$ cat config.mk
export PLATFORM = sky130hd
export DESIGN_NAME = stack_ctrl
export DESIGN_NICKNAME = d
export VERILOG_FILES = /design/src/rtl/stack_ctrl.sv
export SDC_FILE = /design/constraint.sdc
export NUM_CORES = 1
export LEC_CHECK = 0
export BUFFER_PORTS_ARGS = -buffer_cell sky130_fd_sc_hd__buf_2
export CAP_MARGIN = 15
export CELL_PAD_IN_SITES_DETAIL_PLACEMENT = 1
export CELL_PAD_IN_SITES_GLOBAL_PLACEMENT = 1
export CORE_UTILIZATION = 38
export CTS_CLUSTER_SIZE = 25
export DETAILED_ROUTE_END_ITERATION = 6
export PLACE_DENSITY = 0.82
export REMOVE_ABC_BUFFERS = 1
export SYNTH_ARGS = -nofsm -noshare
export SYNTH_HDL_FRONTEND = slang
export SYNTH_SLANG_ARGS = --single-unit
$ cat constraint.sdc
create_clock -name clk -period 2.25 [get_ports clk]
set_input_delay 0.45 -clock clk [delete_from_list [all_inputs] [get_ports clk]]
set_output_delay 0.45 -clock clk [all_outputs]
set_load 0.01 [all_outputs]
$ cat src/rtl/stack_ctrl.sv
// LIFO controller in front of a single-port RAM (sync write, registered read).
// Push costs one write cycle; pop costs a read cycle plus a capture cycle.
module stack_ctrl #(
    parameter int unsigned DEPTH = 8
) (
    input  logic       clk,
    input  logic       rst_n,
    input  logic       clr,
    input  logic       push,
    input  logic       pop,
    input  logic [7:0] push_data,
    output logic       ready,
    output logic [7:0] pop_data,
    output logic       pop_valid,
    output logic [7:0] count,
    output logic       full,
    output logic       empty,
    output logic       overflow,
    output logic       underflow,
    output logic [7:0] mem_data_in,
    output logic [7:0] mem_addr,
    output logic       mem_we,
    input  logic [8:0] mem_data_out
);

    typedef enum logic [1:0] {StIdle, StWr, StRd, StResp} state_e;

    state_e     state_q, state_d;
    logic [7:0] count_q, count_d;
    logic [7:0] pop_data_q, pop_data_d;
    logic       pop_valid_q, pop_valid_d;
    logic       overflow_q, overflow_d;
    logic       underflow_q, underflow_d;
    logic [7:0] mem_addr_q, mem_addr_d;
    logic [7:0] mem_data_in_q, mem_data_in_d;
    logic       mem_we_q, mem_we_d;
    logic       full_w, empty_w;

    // The RAM's ninth bit carries nothing for this controller.
    logic unused_parity;
    assign unused_parity = mem_data_out[8];

    assign full_w  = (count_q == 8'(DEPTH));
    assign empty_w = (count_q == 8'd0);

    always_comb begin
        state_d       = state_q;
        count_d       = count_q;
        pop_data_d    = pop_data_q;
        pop_valid_d   = 1'b0;
        overflow_d    = overflow_q;
        underflow_d   = underflow_q;
        mem_addr_d    = mem_addr_q;
        mem_data_in_d = mem_data_in_q;
        mem_we_d      = 1'b0;

        unique case (state_q)
            StIdle: begin
                // Pop wins over a simultaneous push; the push is dropped.
                if (pop) begin
                    if (!empty_w) begin
                        state_d    = StRd;
                        mem_addr_d = count_q - 8'd1;
                    end else begin
                        underflow_d = 1'b1;
                    end
                end else if (push) begin
                    if (!full_w) begin
                        state_d       = StWr;
                        mem_addr_d    = count_q;
                        mem_data_in_d = push_data;
                        mem_we_d      = 1'b1;
                    end else begin
                        overflow_d = 1'b1;
                    end
                end
            end
            StWr: begin
                count_d = count_q + 8'd1;
                state_d = StIdle;
            end
            StRd: begin
                count_d = count_q - 8'd1;
                state_d = StResp;
            end
            StResp: begin
                pop_data_d  = mem_data_out[7:0];
                pop_valid_d = 1'b1;
                state_d     = StIdle;
            end
            default: state_d = StIdle;
        endcase

        if (clr) begin
            state_d     = StIdle;
            count_d     = 8'd0;
            mem_we_d    = 1'b0;
            pop_valid_d = 1'b0;
            overflow_d  = 1'b0;
            underflow_d = 1'b0;
        end
    end

    always_ff @(posedge clk or negedge rst_n) begin
        if (!rst_n) begin
            state_q       <= StIdle;
            count_q       <= 8'd0;
            pop_data_q    <= 8'd0;
            pop_valid_q   <= 1'b0;
            overflow_q    <= 1'b0;
            underflow_q   <= 1'b0;
            mem_addr_q    <= 8'd0;
            mem_data_in_q <= 8'd0;
            mem_we_q      <= 1'b0;
        end else begin
            state_q       <= state_d;
            count_q       <= count_d;
            pop_data_q    <= pop_data_d;
            pop_valid_q   <= pop_valid_d;
            overflow_q    <= overflow_d;
            underflow_q   <= underflow_d;
            mem_addr_q    <= mem_addr_d;
            mem_data_in_q <= mem_data_in_d;
            mem_we_q      <= mem_we_d;
        end
    end

    assign ready       = (state_q == StIdle);
    assign full        = full_w;
    assign empty       = empty_w;
    assign count       = count_q;
    assign pop_data    = pop_data_q;
    assign pop_valid   = pop_valid_q;
    assign overflow    = overflow_q;
    assign underflow   = underflow_q;
    assign mem_addr    = mem_addr_q;
    assign mem_data_in = mem_data_in_q;
    assign mem_we      = mem_we_q;

endmodule

==> flow_summary.yaml <==
status:
  status: "complete, no violations"
synth:
  synth.most_common_cell: "dfrtp_1"
  postSynthCellCount: 156
  netlist-cell-type-count: 39
  netlist_area_um2: 1860
  synth_seq_cells: 38
  synth_edf_count: 0
  syn_area_per_cell_um2: 11.9
  ys_warn_count: 0
  synth_common_cells: "dfrtp_1 (38), mux2_2 (23), nor2_1 (19), xnor2_1 (8), inv_1 (6)"
  async_reset_ff_share_pct: 100
  synth_area_leaders: "dfrtp_1 (51%), mux2_2 (14%), nor2_1 (3.8%)"
  synth_flop_cell: "dfrtp_1"
  synth-seq-area-share_pct: 51.1
  yosysTopAreaCell: "dfrtp_1"
  netlist.area_leader.share_pct: 51.1
final_layout:
  area_growth_pct: 28.8
  final_util_pct: 50.7
  fin_cells: 291
  final_area_um2: 2390
  nFillCells: 520
  n_antenna_cell: 0
  multiInputGateArea_um2: 835
  layout-drive-gt1-share_pct: 49.1
  seqCellArea_um2: 953
  layout.nets: 248
floorplanning:
  ioPinCount: 61
  start_util_pct: 39.4
  num_rows: 25
  die-area_um2: 5180
  die_h_um: 72.0
  core_um2: 4720
  fp.dieW_um: 72.0
routing:
  drc: 0
  drt_iter0_markers: 47
  vias_per_cell: 4.96
  wire_per_inst_um: 15.8
  drt_wl_total_um: 4590
  detail-route-antenna-nets: 0
  via_count: 1442
  drtPass1Iterations: 4
timing:
  fmax_ghz: 0.446
  slew_headroom_pct: 41.1
  skew_ns: 0.00366
  fin_crit_ns: 2.24
  hold_viol: 0
  period_share_pct: 99.6
  tightest_slew_ns: 0.883
  holdWs_ns: 0.263
  finalMaxSlewViolations: 0
  setup_violations: 0
pwr:
  ir_drop_uv: 733
  powerDensity_nw_per_um2: 1670
  swShare_pct: 38.3
  p_sw_w: 0.00153
  internal_power_w: 0.00247
  pwr-share-clk_pct: 17.5
  power_w: 0.00401
  combPwrFrac_pct: 51.6
  seq_power_share_pct: 30.8
  leakagePower_nw: 1.19
placement:
  post-dp-hpwl_um: 3260
  gp_congestion: 0.798
  placed_area_um2: 2230
  dp_cells: 281
  portBuffers: 59
global_routing:
  antenna_found_initial: 0
  grt_pass1_vias: 1508
  grt_first_pass_wirelength_um: 7200
  grt_usage_pct: 18.5
  grt_max_degree: 39
  gr-total-overflow: 0
clock_tree:
  cts_made_buffers: 5
  htree_levels: 2
  tritoncts: "built"
  cts-hold-fix-buffers: 0
  ctsRootBufferMaster: "clkbuf_8"
  clkTransAtPathRegs_ns: 0.08
  insertion_delay_ns: 0.29
  clockBufferDepth: 2
  cts.sinks: 38
setup_path:
  crit_path_end_kind: "output port"
  startpoint_type: "flip-flop"
  crit_arrival_ns: 1.79
  crit_required_ns: 1.80
  critical_path_class: "reg -> out"
  worstReg2RegEnd: "mem_addr[7]"
  crit_path_max_fanout: 8
  r2r_slack_ns: 0.25
  timing.rr.start: "count[2]"
  rr_worst_depth: 5
flow_run:
  maxCapViolCount: 0
worst_hold_path:
  hp-class: "in -> async"
[layer usage]
| metal | global-route usage (%) | up-vias | wire length, um |
|---|---|---|---|
| met3 | 3.75 | 7 | 153 |
| met4 | 5.88 | 0 | 70 |
| met2 | 32.1 | 43 | 2380 |
| met1 | 23.4 | 720 | 1990 |
| li1 | - | 672 | - |
| met5 | 0 | - | 0 |
[layout make-up]
| cell class | instances | share of cell area [%] |
|---|---|---|
| clock inverters | 3 | 2.87 |
| repair buffers | 68 | 15.2 |
| clock buffers | 5 | 2.87 |
| flip-flops and latches | 38 | 39.8 |
| well taps | 67 | 3.50 |
| inverters | 6 | 0.940 |
| multi-input cells | 104 | 34.8 |
[kinds of logic (layout without fill, tap and decap cells)]
group | after synthesis | in the layout | share of synthesized area, %
compound gates | 13 | 13 | 5.18
buf+inv | 14 | 82 | 4.24
mux | 26 | 26 | 15.7
simple gates | 49 | 49 | 15.6
flops | 38 | 38 | 51.1
fa+ha+maj | 3 | 3 | 2.02
xor+xnor | 13 | 13 | 6.12
[per-stage QoR]
stage	TNS, ns	setup slack, ns
6_report	0	0.00919
5_1_grt	-0.0173	-0.0173
4_1_cts	0	0.0217
3_5_place_dp	0	0.203
3_3_place_gp	0	0.296
2_1_floorplan	0	0.343
[registers in the layout (all words and copies together), names as in the netlist]
signal and flops:
mem_we 1, underflow 1, state_q 2, mem_addr 8, pop_valid 1, mem_data_in 8, count 8, overflow 1
pop_data 8
[worst max-delay path, cell delays in order, from the launching register on]
cell     delay [ns]
dfrtp_2        0.46
or4_4          0.60
nor3b_2        0.27
buf_2          0.17
[power by group through the flow]
stage	clock (W)	combinational, W	sequential, W
2_1_floorplan	0	0.00109	0.00141
3_3_place_gp	0	0.00196	0.00123
3_5_place_dp	0	0.00204	0.00125
4_1_cts	0.000714	0.00204	0.00124
5_1_grt	0.000735	0.00226	0.00128
6_report	0.000703	0.00207	0.00124
[layout by cell type (no fill, tap or decap), types with 2 or more instances in the layout]
| cell type | netlist | routed |
|---|---|---|
| buf_4 | 0 | 9 |
| mux2_1 | 2 | 2 |
| o22ai_1 | 3 | 3 |
| buf_2 | 3 | 59 |
| a211oi_1 | 2 | 2 |
| a31oi_1 | 3 | 3 |
| nor3_1 | 4 | 4 |
| dfrtp_2 | 0 | 2 |
| nor2_1 | 19 | 19 |
| bufinv_16 | 0 | 2 |
| xnor2_1 | 8 | 8 |
| ha_1 | 3 | 3 |
| a21oi_1 | 2 | 2 |
| nand4b_1 | 2 | 2 |
| dfrtp_1 | 38 | 36 |
| nand2_1 | 5 | 5 |
| clkbuf_8 | 0 | 5 |
| nand3b_1 | 2 | 2 |
| mux2_2 | 23 | 23 |
| xor2_1 | 5 | 5 |
| inv_1 | 6 | 6 |
[worst max path at each step]
| stage | from | to | slack (ns) | cells past startpoint |
|---|---|---|---|---|
| floorplan | count[2] | empty | 0.34 | 2 |
| detailed placement | count[2] | mem_addr[7] | 0.20 | 5 |
| global placement | count[2] | mem_addr[3] | 0.30 | 5 |
| finish | count[2] | empty | 0.009 | 3 |
| CTS | count[2] | empty | 0.02 | 3 |
| global route | count[2] | empty | -0.02 | 3 |
[timing repair]
| item | CTS | global route |
|---|---|---|
| buffers inserted | 0 | 2 |
| resized for setup | 1 | 2 |
| setup endpoints to repair | 1 | 2 |
(Power assumes the default switching activity.)
